--- config.mk ---
export PLATFORM = sky130hd
export DESIGN_NAME = intr_entry_ctrl
export DESIGN_NICKNAME = d
export VERILOG_FILES = /design/src/rtl/intr_entry_ctrl.sv
export SDC_FILE = /design/constraint.sdc
export NUM_CORES = 1
export LEC_CHECK = 0
export ABC_AREA = 1
export CAP_MARGIN = 30
export CORE_AREA = 2 2 130 132
export CTS_CLUSTER_SIZE = 30
export DETAILED_ROUTE_END_ITERATION = 16
export DIE_AREA = 0 0 132 134
export PLACE_DENSITY = 0.53
export SYNTH_ARGS = -nofsm -noshare
export SYNTH_HDL_FRONTEND = slang
export SYNTH_SLANG_ARGS = --single-unit
--- constraint.sdc ---
create_clock -name clk -period 1.32 [get_ports clk]
set_input_delay 0.132 -clock clk [delete_from_list [all_inputs] [get_ports clk]]
set_output_delay 0.132 -clock clk [all_outputs]
set_load 0.02 [all_outputs]
--- src/rtl/intr_entry_ctrl.sv ---
// intr_entry_ctrl
//
// Sequences entry into an exception handler and the return from it.
// An exception is first drained from the pipeline. The controller then saves
// the return PC and MSR into SRR0/SRR1. Finally it vectors to the handler
// with a masked MSR and an aligned entry address. A return-from-interrupt
// restores MSR and PC from SRR1/SRR0 in a single cycle.
//
// Ports
//   clk            single clock, rising edge
//   rst            synchronous active-low reset
//   excepCode      pending exception code (0 = none)
//   intrEntryAddr  handler vector address
//   ack            one-cycle acknowledge when the handler is entered
//   curPC, nextPC  oldest in-flight instruction address and its successor
//   MSR, SRR0/1    current machine state and save/restore register values
//   flush_req      pipeline drain request
//   stall          fetch stall while a sequence is in progress
//   drained        pipeline reports empty
//   rfi_req        return-from-interrupt request
//   rfi_done       one-cycle completion of a return-from-interrupt
//   *_wr/*_wd      one-cycle write strobes and data for SRR0, SRR1, MSR, NPC

`ifndef ExcepCode_WIDTH
`define ExcepCode_WIDTH 4
`endif
`ifndef ExcepCode_EXT
`define ExcepCode_EXT 4'd1
`endif
`ifndef ExcepCode_SC
`define ExcepCode_SC 4'd8
`endif

module intr_entry_ctrl (
    input  logic                         clk,
    input  logic                         rst,
    input  logic [`ExcepCode_WIDTH-1:0]  excepCode,
    input  logic [0:31]                  intrEntryAddr,
    output logic                         ack,
    input  logic [0:31]                  curPC,
    input  logic [0:31]                  nextPC,
    input  logic [0:31]                  MSR,
    input  logic [0:31]                  SRR0,
    input  logic [0:31]                  SRR1,
    output logic                         flush_req,
    output logic                         stall,
    input  logic                         drained,
    input  logic                         rfi_req,
    output logic                         rfi_done,
    output logic                         SRR0_wr,
    output logic [0:31]                  SRR0_wd,
    output logic                         SRR1_wr,
    output logic [0:31]                  SRR1_wd,
    output logic                         MSR_wr,
    output logic [0:31]                  MSR_wd,
    output logic                         NPC_wr,
    output logic [0:31]                  NPC_wd
);

    typedef enum logic [2:0] {
        IDLE,
        DRAIN,
        SAVE,
        VECTOR,
        RFI
    } state_t;

    // MSR bits 16 (EE), 17 (PR), 26 (IS) and 27 (DS) in big-endian numbering.
    localparam logic [0:31] MSR_CLEAR_MASK = 32'h0000_C030;
    localparam logic [0:31] NPC_ALIGN_MASK = 32'hFFFF_FFF0;
    localparam logic [0:31] RFI_ALIGN_MASK = 32'hFFFF_FFFC;

    state_t                        state_q;
    state_t                        state_d;
    logic [`ExcepCode_WIDTH-1:0]   code_q;

    // The code is latched only on the IDLE->DRAIN edge, so later changes of
    // excepCode cannot alter which return PC is saved.
    always_ff @(posedge clk) begin
        if (!rst) begin
            state_q <= IDLE;
            code_q  <= '0;
        end else begin
            state_q <= state_d;
            if (state_q == IDLE && excepCode != '0) begin
                code_q <= excepCode;
            end
        end
    end

    always_comb begin
        state_d   = state_q;
        ack       = 1'b0;
        flush_req = 1'b0;
        stall     = 1'b0;
        rfi_done  = 1'b0;
        SRR0_wr   = 1'b0;
        SRR0_wd   = '0;
        SRR1_wr   = 1'b0;
        SRR1_wd   = '0;
        MSR_wr    = 1'b0;
        MSR_wd    = '0;
        NPC_wr    = 1'b0;
        NPC_wd    = '0;

        case (state_q)
            IDLE: begin
                // Exceptions take priority; a simultaneous rfi_req is picked
                // up again the next time IDLE is reached.
                if (excepCode != '0) begin
                    state_d = DRAIN;
                end else if (rfi_req) begin
                    state_d = RFI;
                end
            end

            DRAIN: begin
                flush_req = 1'b1;
                stall     = 1'b1;
                if (drained) begin
                    state_d = SAVE;
                end
            end

            SAVE: begin
                // A system call returns past the sc instruction itself.
                stall   = 1'b1;
                SRR0_wr = 1'b1;
                SRR0_wd = (code_q == `ExcepCode_SC) ? nextPC : curPC;
                SRR1_wr = 1'b1;
                SRR1_wd = MSR;
                state_d = VECTOR;
            end

            VECTOR: begin
                stall   = 1'b1;
                ack     = 1'b1;
                MSR_wr  = 1'b1;
                MSR_wd  = MSR & ~MSR_CLEAR_MASK;
                NPC_wr  = 1'b1;
                NPC_wd  = intrEntryAddr & NPC_ALIGN_MASK;
                state_d = IDLE;
            end

            RFI: begin
                stall    = 1'b1;
                rfi_done = 1'b1;
                MSR_wr   = 1'b1;
                MSR_wd   = SRR1;
                NPC_wr   = 1'b1;
                NPC_wd   = SRR0 & RFI_ALIGN_MASK;
                state_d  = IDLE;
            end

            default: begin
                state_d = IDLE;
            end
        endcase
    end

endmodule

==> results of run 1 <==
-- flip-flops by register name, summed over array words and instances, names as in the netlist --
name,flops
code_q,4
state_q,3
-- where the power goes --
group | switching, W | total, W | internal (W) | leakage (nW)
logic | 0.00146 | 0.00311 | 0.00165 | 3.05
clock network | 0.000115 | 0.000516 | 0.000402 | 0.0382
registers | 0.0000329 | 0.000281 | 0.000248 | 0.0592
total | 0.00161 | 0.00391 | 0.00230 | 3.15
-- metal layers --
metal | part of all wire [%] | wire [µm]
met5 | 0 | 0
met4 | 2.0 | 303
met3 | 5.3 | 814
met2 | 54 | 8300
met1 | 39 | 6060
-- layout by cell type, fill, tap and decap left out, drive strengths merged, types with 7 or more instances in the layout --
cell type / n
clkbuf: 9
nand2: 44
clkdlybuf4s50: 193
inv: 83
dfxtp: 7
o21ai: 60
buf: 192
a21oi: 34
nor2: 50
a22o: 28
-- layout make-up --
class	count	share of cell area, %
Multi-Input combinational cell	227	25.6
Tap cell	220	4.00
Inverter	84	4.98
Sequential cell	7	2.13
Timing Repair Buffer	390	62.2
Clock buffer	4	1.14
-- how the worst max path moves through the flow --
stage                             end  slack [ps]  cells after the start
final                      NPC_wd[21]        -340                      8
after detailed placement   SRR0_wd[0]        -610                      8
after floorplan            MSR_wd[10]         -70                      5
after global placement     SRR0_wd[7]        -610                      8
after CTS                 SRR0_wd[27]        -370                      9
after global routing      SRR0_wd[17]        -410                      9
-- Yosys cell counts (5+ instances only) --
cell	instances
inv_1	83
o21ai_0	60
nor2_1	48
nand2_1	43
a21oi_1	34
a22o_1	28
clkbuf_1	12
buf_4	8
dfxtp_1	7
buf_2	5
-- worst min-delay path, stage by stage, from the launching register on --
cell and delay, ps:
dfxtp_1 320, nor2_1 50, nor2_1 90
-- metrics by stage --
stage          setup TNS, ps  hold slack (ps)
6_report              -32350              489
5_1_grt               -40700              530
3_5_place_dp          -65020              487
4_1_cts               -35750              492
2_1_floorplan          -2440              230
3_3_place_gp          -63900              473
-- what timing repair did --
item / in CTS / in global routing
setup endpoints to repair: 134 / 139
resized for setup: 752 / 324
cloned: 9 / 7
buffers inserted: 23 / 16
pin swaps: 4 / 15
-- cells by family after synthesis --
logic type / synth area share [%]
other: 0.213
AND/OR/NAND/NOR: 24.1
buffers and inverters: 27.2
AO/OA/AOI/OAI: 40.6
flip-flops: 7.94
==> results.ini, run 1 <==
[synth]
synth-seq-area-share_pct = 7.94
yosysTopAreaCellShare_pct = 17.7
syn-cell-area_mm2 = 0.00176
ys_ff_latch = 7
synth_ff_type = dfxtp_1
avgSynthCellArea_um2 = 5.11
yosysTopAreaCell = inv_1
synthTopCellsByArea = inv_1, o21ai_0, a22o_1
synth_edf_count = 0
syn_inst = 345
yosysWarnings = 0
synth_cell_types = 19
synthArstFlopShare_pct = 0

[cts]
path_clk_slew_ps = 40
cts_root_buf = clkbuf_16
cts_made_buffers = 3
hold_buffers = 0
clk_latency_ps = 230
htree_levels = 1
cts_max_path_buffers = 2
clock-sinks = 7
cts_tree = done

[global_route]
grt_util_met3_pct = 2.76
gr-max-usage-layer = met2
antenna_found_initial = 0
grt_pass1_wl_um = 20300
grtUsageMet2_pct = 28.3
grt_max_degree = 65
grt_util_all_layers_pct = 14.6
grt_pass1_vias = 3568
gr-total-overflow = 0
met1_usage_pct = 16.0

[worst_setup_path]
arrival_ps = 1530
crit_path_end_kind = primary output
critPathBufInv = 5
rr_worst_depth = 9
cpPeakStageDelay_ps = 330
cp_cell_sequence = buf_6 > nor2_4 > nand2_4 > clkinv_8 > buf_12 > buf_6 > a22o_1 > buf_6
worstSetupStartpointType = register
worst-setup-path-type = register to primary output
regToRegSetupSlack_ps = 60
r2r-end = code_q[0]$_SDFFE_PN0P_
path_delay_family = buffers and inverters
critPathRequiredTime_ps = 1190
cp_max_fo = 7
cp_slowest_cell = dfxtp_2
cp-startpoint = state_q[0]$_SDFFE_PN0P_
r2r_start = state_q[0]$_SDFFE_PN0P_
crit_top_cell = buf_6

[final_layout]
multi_input_area_mm2 = 0.00176
num_antenna_cells = 0
regArea_um2 = 146
finalInstanceArea_mm2 = 0.00689
fin_cells = 932
nFillCells = 1604
nets = 913
fin_util_pct = 42.3
syn2layout_area_growth_pct = 290
drive_above_1_share_pct = 47.2

[pwr]
ir_drop_v = 0.000420
p_per_area_mw_per_mm2 = 568
power_w = 0.00391
power.leakage_nw = 3.15

[die]
io_pins = 336
start_util_pct = 10.8
rows = 47
die_area_mm2 = 0.0177
die_w_um = 132
core_area_mm2 = 0.0163
die_h_um = 134

[placement]
port_buffers = 327
placed_area_mm2 = 0.00542
place_ws_ps = -605
dp_cells = 883
gp_congestion = 0.875
hpwl_um = 10700

[drt]
detail-route-antenna-nets = 0
detail_route.wl_per_cell_um = 16.6
first_pass_iters = 4
drc = 0
vias_per_cell = 3.96
first_iter_violations = 65
wl_um = 15500
dr_total_vias = 3694

[timing]
fin_ws_ps = -343
clock_skew_ps = 1.72
setup_viol = 133
timing.final.hold_violations = 0
period_needed_ps = 1660
post-route-period-util_pct = 126
rsz0062_at_grt = true
max_freq_mhz = 601
slew_violations = 0

[min_path]
hp-class = register to register
min_from = code_q[0]$_SDFFE_PN0P_
min_to = code_q[0]$_SDFFE_PN0P_
hold_depth = 2

[flow_run]
maxCapViolations = 0

[run_status]
status = finished, violations left
violations = negative setup slack

Power figures use the tool's default switching activity.
==> run 2, diff against run 1 <==
==> constraint.sdc (replaced) <==
create_clock -name clk -period 1.6 [get_ports clk]
set_input_delay 0.16 -clock clk [delete_from_list [all_inputs] [get_ports clk]]
set_output_delay 0.16 -clock clk [all_outputs]
set_load 0.02 [all_outputs]
==> results.ini, run 2 (synthesis results as in run 1) <==
[run_status]
status = finished clean  ; was finished, violations left

[global_route]
grt_util_all_layers_pct = 12.3  ; was 14.6%
antenna_found_initial = 0  ; unchanged
grt_pass1_vias = 3123  ; was 3568
grt_max_degree = 35  ; was 65
gr-total-overflow = 0  ; unchanged
grt_pass1_wl_um = 17700  ; was 20300 µm

[die]
die_h_um = 134  ; unchanged
io_pins = 336  ; unchanged
rows = 47  ; unchanged
die_area_mm2 = 0.0177  ; unchanged
start_util_pct = 10.8  ; unchanged
core_area_mm2 = 0.0163  ; unchanged
die_w_um = 132  ; unchanged

[placement]
port_buffers = 327  ; unchanged
placed_area_mm2 = 0.00537  ; was 0.00542 mm²
gp_congestion = 0.740  ; was 0.875
hpwl_um = 10000  ; was 10700 µm

[cts]
cts_max_path_buffers = 2  ; unchanged
path_clk_slew_ps = 40  ; about the same
cts_tree = done  ; unchanged
cts_made_buffers = 3  ; unchanged
clock-sinks = 7  ; unchanged
htree_levels = 1  ; unchanged
clk_latency_ps = 230  ; about the same
cts_root_buf = clkbuf_16  ; unchanged

[drt]
first_iter_violations = 83  ; was 65
first_pass_iters = 4  ; unchanged
drc = 0  ; unchanged
vias_per_cell = 3.79  ; was 3.96
detail-route-antenna-nets = 0  ; unchanged
wl_um = 13200  ; was 15500 µm
dr_total_vias = 3413  ; was 3694
detail_route.wl_per_cell_um = 14.7  ; was 16.6 µm

[pwr]
p_per_area_mw_per_mm2 = 493  ; was 568 mW/mm²
ir_drop_v = 0.000312  ; was 0.000420 V
power.leakage_nw = 2.71  ; was 3.15 nW
power_w = 0.00270  ; was 0.00391 W

[final_layout]
top_register = code_q  ; unchanged
num_antenna_cells = 0  ; unchanged
nFillCells = 1829  ; was 1604
nets = 881  ; was 913
finalInstanceArea_mm2 = 0.00547  ; was 0.00689 mm²
drive_above_1_share_pct = 30.9  ; was 47.2%
syn2layout_area_growth_pct = 210  ; was 290%
largest_reg_flops = 4  ; unchanged
mostFrequentLayoutCells = clkdlybuf4s50_1, inv_1, buf_4  ; was clkdlybuf4s50_1, buf_6, inv_1
layout_commonest_cell = clkdlybuf4s50_1  ; unchanged
top_regs = code_q: 4 flops, state_q: 3 flops  ; unchanged

[worst_setup_path]
cp_cell_sequence = nor2_4 > nand3_4 > buf_12 > clkbuf_16 > o21ai_0 > a21oi_1 > buf_2  ; was buf_6 > nor2_4 > nand2_4 > clkinv_8 > buf_12 > buf_6 > a22o_1 > buf_6
arrival_ps = 1420  ; was 1530 ps
r2r_start = state_q[2]$_SDFFE_PN0P_  ; was state_q[0]$_SDFFE_PN0P_
worstSetupStartpointType = register  ; unchanged
crit_path_end_kind = primary output  ; unchanged
critPathRequiredTime_ps = 1440  ; was 1190 ps
worst-setup-path-type = register to primary output  ; unchanged
cp_max_fo = 9  ; was 7
r2r-end = code_q[0]$_SDFFE_PN0P_  ; unchanged
cpPeakStageDelay_ps = 320  ; was 330 ps
regToRegSetupSlack_ps = 410  ; was 60 ps
cp_slowest_cell = dfxtp_2  ; unchanged
rr_worst_depth = 8  ; was 9

[timing]
rsz0062_at_grt = true  ; unchanged
finalSetupTns_ps = 0  ; was -32350 ps
timing.final.hold_violations = 0  ; unchanged
max_freq_mhz = 634
setup_viol = 0  ; was 133
slew_violations = 0  ; unchanged
clock_skew_ps = 0.835  ; was 1.72 ps
post-route-period-util_pct = 98.6
period_needed_ps = 1580

[min_path]
hp-class = register to register  ; unchanged
hold_depth = 2  ; unchanged
min_from = code_q[1]$_SDFFE_PN0P_  ; was code_q[0]$_SDFFE_PN0P_
min_to = code_q[1]$_SDFFE_PN0P_  ; was code_q[0]$_SDFFE_PN0P_

[flow_run]
maxCapViolations = 0  ; unchanged

## run 2: where the power goes
group	internal [W]	switching, W	total, W
combinational	0.00105	0.000988	0.00204
sequential	0.000206	0.0000310	0.000237
clock	0.000331	0.0000862	0.000417
## run 2: how the worst max path moves through the flow
| stage | start | endpoint | slack (ps) |
|---|---|---|---|
| floorplan | state_q[2]$_SDFFE_PN0P_ | SRR0_wd[1] | 140 |
| global placement | state_q[1]$_SDFFE_PN0P_ | SRR0_wd[11] | -260 |
| detailed placement | state_q[1]$_SDFFE_PN0P_ | SRR0_wd[19] | -260 |
| CTS | state_q[2]$_SDFFE_PN0P_ | stall | -100 |
| global route | state_q[2]$_SDFFE_PN0P_ | SRR0_wd[27] | -40 |
| finish | code_q[2]$_SDFFE_PN0P_ | SRR0_wd[1] | 20 |
## run 2: critical path: cells and delay by family (launching register included)
family / cells / cell delay [ps]
buffers and inverters: 3 / 480
flip-flops: 1 / 320
AND/OR/NAND/NOR: 2 / 200
AO/OA/AOI/OAI: 2 / 190
## run 2: routing by layer
metal / global-route usage [%] / part of all wire (%)
met1: 14.6 / 42
met2: 22.9 / 51
met3: 2.68 / 5.8
met4: 2.42 / 1.6
met5: 0 / 0
## run 2: through the flow
stage          setup WS (ps)  hold WS (ps)  std cells  utilization (%)
3_3_place_gp            -257           460        886             33.0
6_report                21.9           480        900             33.6
3_5_place_dp            -260           465        886             33.0
4_1_cts                -98.6           471        890             30.4
2_1_floorplan            141           258        346                -
5_1_grt                -41.1           534        900             33.6
## run 2: final cells by class
cell class | instances | area, µm² | share of cell area, %
repair buffers | 358 | 3320 | 60.6
multi-input cells | 227 | 1320 | 24.2
inverters | 84 | 328 | 5.99
well taps | 220 | 275 | 5.03
flip-flops and latches | 7 | 149 | 2.72
clock buffers | 4 | 78.8 | 1.44
## run 2: what timing repair did
action,4_1_cts,5_1_grt
endpoints found under the hold margin,0,0
cloned,0,9
setup endpoints to repair,132,113
setup buffers,0,1
gates resized for setup,525,170
hold buffers,0,0
pin swaps,0,2
==> run 3, diff against run 2 <==
--- a/config.mk
+++ b/config.mk
@@ -6,12 +6,13 @@
 export NUM_CORES = 1
 export LEC_CHECK = 0
 export ABC_AREA = 1
+export ABC_CLOCK_PERIOD_IN_PS = 1600
 export CAP_MARGIN = 30
 export CORE_AREA = 2 2 130 132
 export CTS_CLUSTER_SIZE = 30
 export DETAILED_ROUTE_END_ITERATION = 16
 export DIE_AREA = 0 0 132 134
-export PLACE_DENSITY = 0.53
+export PLACE_DENSITY = 0.5
 export SYNTH_ARGS = -nofsm -noshare
 export SYNTH_HDL_FRONTEND = slang
 export SYNTH_SLANG_ARGS = --single-unit
==> results.ini, run 3 (synthesis results as in run 1) <==
[timing]
fin_ws_ps = -22.9  ; was 21.9 ps
finalSetupTns_ps = -62.1  ; was 0 ps
max_freq_mhz = 616  ; was 634 MHz
holdWs_ps = 479  ; was 480 ps
rsz0062_at_grt = true  ; unchanged
period_needed_ps = 1620  ; was 1580 ps
clock_skew_ps = 1.85  ; was 0.835 ps
post-route-period-util_pct = 101  ; was 98.6%
slew_violations = 0  ; unchanged
timing.final.hold_violations = 0  ; unchanged
setup_viol = 8  ; was 0

[die]
start_util_pct = 10.8  ; unchanged
die_area_mm2 = 0.0177  ; unchanged
die_w_um = 132  ; unchanged
die_h_um = 134  ; unchanged
core_area_mm2 = 0.0163  ; unchanged
rows = 47  ; unchanged
io_pins = 336  ; unchanged

[pwr]
power_w = 0.00274  ; was 0.00270 W
ir_drop_v = 0.000419  ; was 0.000312 V
p_per_area_mw_per_mm2 = 495  ; was 493 mW/mm²
clockPowerShare_pct = 15.4  ; was 15.5%
p_int_w = 0.00158  ; was 0.00159 W
swShare_pct = 42.4  ; was 41.0%
share_comb_of_total_power_pct = 75.9  ; was 75.7%
p_sw_w = 0.00116  ; was 0.00111 W
pwr-share-seq_pct = 8.6  ; was 8.8%
power.leakage_nw = 2.72  ; was 2.71 nW

[final_layout]
num_antenna_cells = 0  ; unchanged
syn2layout_area_growth_pct = 214  ; was 210%
nFillCells = 1789  ; was 1829
multi_input_area_mm2 = 0.00133  ; was 0.00132 mm²
layout_commonest_cell = clkdlybuf4s50_1  ; unchanged
drive_above_1_share_pct = 29.5  ; was 30.9%
regArea_um2 = 153  ; was 149 µm²
largest_reg_flops = 4  ; unchanged
fin_util_pct = 34.0  ; was 33.6%
top_regs = code_q: 4 flops, state_q: 3 flops  ; unchanged
mostFrequentLayoutCells = clkdlybuf4s50_1, inv_1, buf_4  ; unchanged
finalInstanceArea_mm2 = 0.00554  ; was 0.00547 mm²
top_register = code_q  ; unchanged
nets = 885  ; was 881

[worst_setup_path]
r2r-end = code_q[3]$_SDFFE_PN0P_  ; was code_q[0]$_SDFFE_PN0P_
cpPeakStageDelay_ps = 320  ; about the same
crit_path_end_kind = primary output  ; unchanged
cp.depth = 6  ; was 7
critPathRequiredTime_ps = 1440  ; about the same
cp_slowest_cell = dfxtp_2  ; unchanged
critPathBufInv = 2  ; was 3
cp-startpoint = code_q[2]$_SDFFE_PN0P_  ; unchanged
cp_max_fo = 8  ; was 9
endpoint = SRR0_wd[30]  ; was SRR0_wd[1]
worst-setup-path-type = register to primary output  ; unchanged
regToRegSetupSlack_ps = 220  ; was 410 ps
cp_cell_sequence = nor2_4 > nand3_4 > buf_6 > o21ai_1 > a21oi_2 > buf_4  ; was nor2_4 > nand3_4 > buf_12 > clkbuf_16 > o21ai_0 > a21oi_1 > buf_2
r2r_start = state_q[0]$_SDFFE_PN0P_  ; was state_q[2]$_SDFFE_PN0P_
worstSetupStartpointType = register  ; unchanged
arrival_ps = 1460  ; was 1420 ps
rr_worst_depth = 9  ; was 8
path_delay_family = buffers and inverters  ; unchanged

[cts]
cts_made_buffers = 3  ; unchanged
cts_tree = done  ; unchanged
clock-sinks = 7  ; unchanged
hold_buffers = 0  ; unchanged
htree_levels = 1  ; unchanged
clk_latency_ps = 230  ; about the same
cts_max_path_buffers = 2  ; unchanged
path_clk_slew_ps = 40  ; about the same
cts_root_buf = clkbuf_16  ; unchanged

[placement]
gp_congestion = 0.942  ; was 0.740
hpwl_um = 10800  ; was 10000 µm
placed_area_mm2 = 0.00535  ; was 0.00537 mm²
port_buffers = 327  ; unchanged

[drt]
drc = 0  ; unchanged
detail_route.wl_per_cell_um = 15.9  ; was 14.7 µm
detail-route-antenna-nets = 0  ; unchanged
first_pass_iters = 6  ; was 4
vias_per_cell = 3.94  ; was 3.79
wl_um = 14400  ; was 13200 µm
dr_total_vias = 3565  ; was 3413
first_iter_violations = 125  ; was 83

[flow_run]
maxCapViolations = 0  ; unchanged

[global_route]
grt_pass1_wl_um = 18700  ; was 17700 µm
antenna_found_initial = 0  ; unchanged
gr-total-overflow = 0  ; unchanged
grt_util_all_layers_pct = 13.3  ; was 12.3%
grt_max_degree = 65  ; was 35
grt_pass1_vias = 3200  ; was 3123

[min_path]
hp-class = register to register  ; unchanged

[run_status]
status = finished, violations left  ; was finished clean
violations = negative setup slack

run 3: what timing repair did:
item | in CTS | in global routing
buffers inserted | 1 | 2
setup endpoints to repair | 133 | 131
cloned | 2 | 12
resized for setup | 483 | 181
pin swaps | 1 | 6
run 3: worst register-to-register path, delay by kind of cell (launching register included):
kind	cells	cell delay (ps)
buffers and inverters	4	450
flip-flops	1	350
AND/OR/NAND/NOR	5	510
run 3: worst min-delay path by stage:
stage | end | depth (start not counted) | startpoint | slack (ps)
final | code_q[0]$_SDFFE_PN0P_ | 2 | code_q[0]$_SDFFE_PN0P_ | 480
after global routing | code_q[0]$_SDFFE_PN0P_ | 2 | code_q[0]$_SDFFE_PN0P_ | 520
after detailed placement | code_q[0]$_SDFFE_PN0P_ | 2 | code_q[0]$_SDFFE_PN0P_ | 470
after CTS | code_q[0]$_SDFFE_PN0P_ | 2 | code_q[0]$_SDFFE_PN0P_ | 480
after global placement | code_q[0]$_SDFFE_PN0P_ | 2 | code_q[0]$_SDFFE_PN0P_ | 470
after floorplan | state_q[0]$_SDFFE_PN0P_ | 2 | rst | 260
run 3: routing by layer:
layer	global-route usage, %	share of wire (%)	wire length (µm)
met1	15.4	40	5790
met4	2.96	1.5	216
met3	2.87	6.5	932
met5	0	0	0
met2	25.1	52	7430
run 3: power by group through the flow:
stage	clock network, W	logic [W]	registers, W
global route	0.000451	0.00221	0.000240
global placement	0	0.00186	0.000222
floorplan	0	0.000754	0.000218
finish	0.000423	0.00208	0.000237
detailed placement	0	0.00187	0.000222
CTS	0.000431	0.00177	0.000221
run 3: layout make-up:
| class | count | area share, % |
|---|---|---|
| timing repair buffer | 361 | 60.5 |
| clock buffer | 4 | 1.42 |
| sequential | 7 | 2.76 |
| tap | 220 | 4.97 |
| inverter | 84 | 6.19 |
| timing repair inverter | 1 | 0.158 |
| multi-input combinational | 227 | 24.0 |
run 3: per-stage QoR:
step                instances  worst slack [ps]
global placement          883              -334
floorplan                 346               141
CTS                       890             -60.5
finish                    904             -22.9
global route              904             -94.0
detailed placement        883              -333
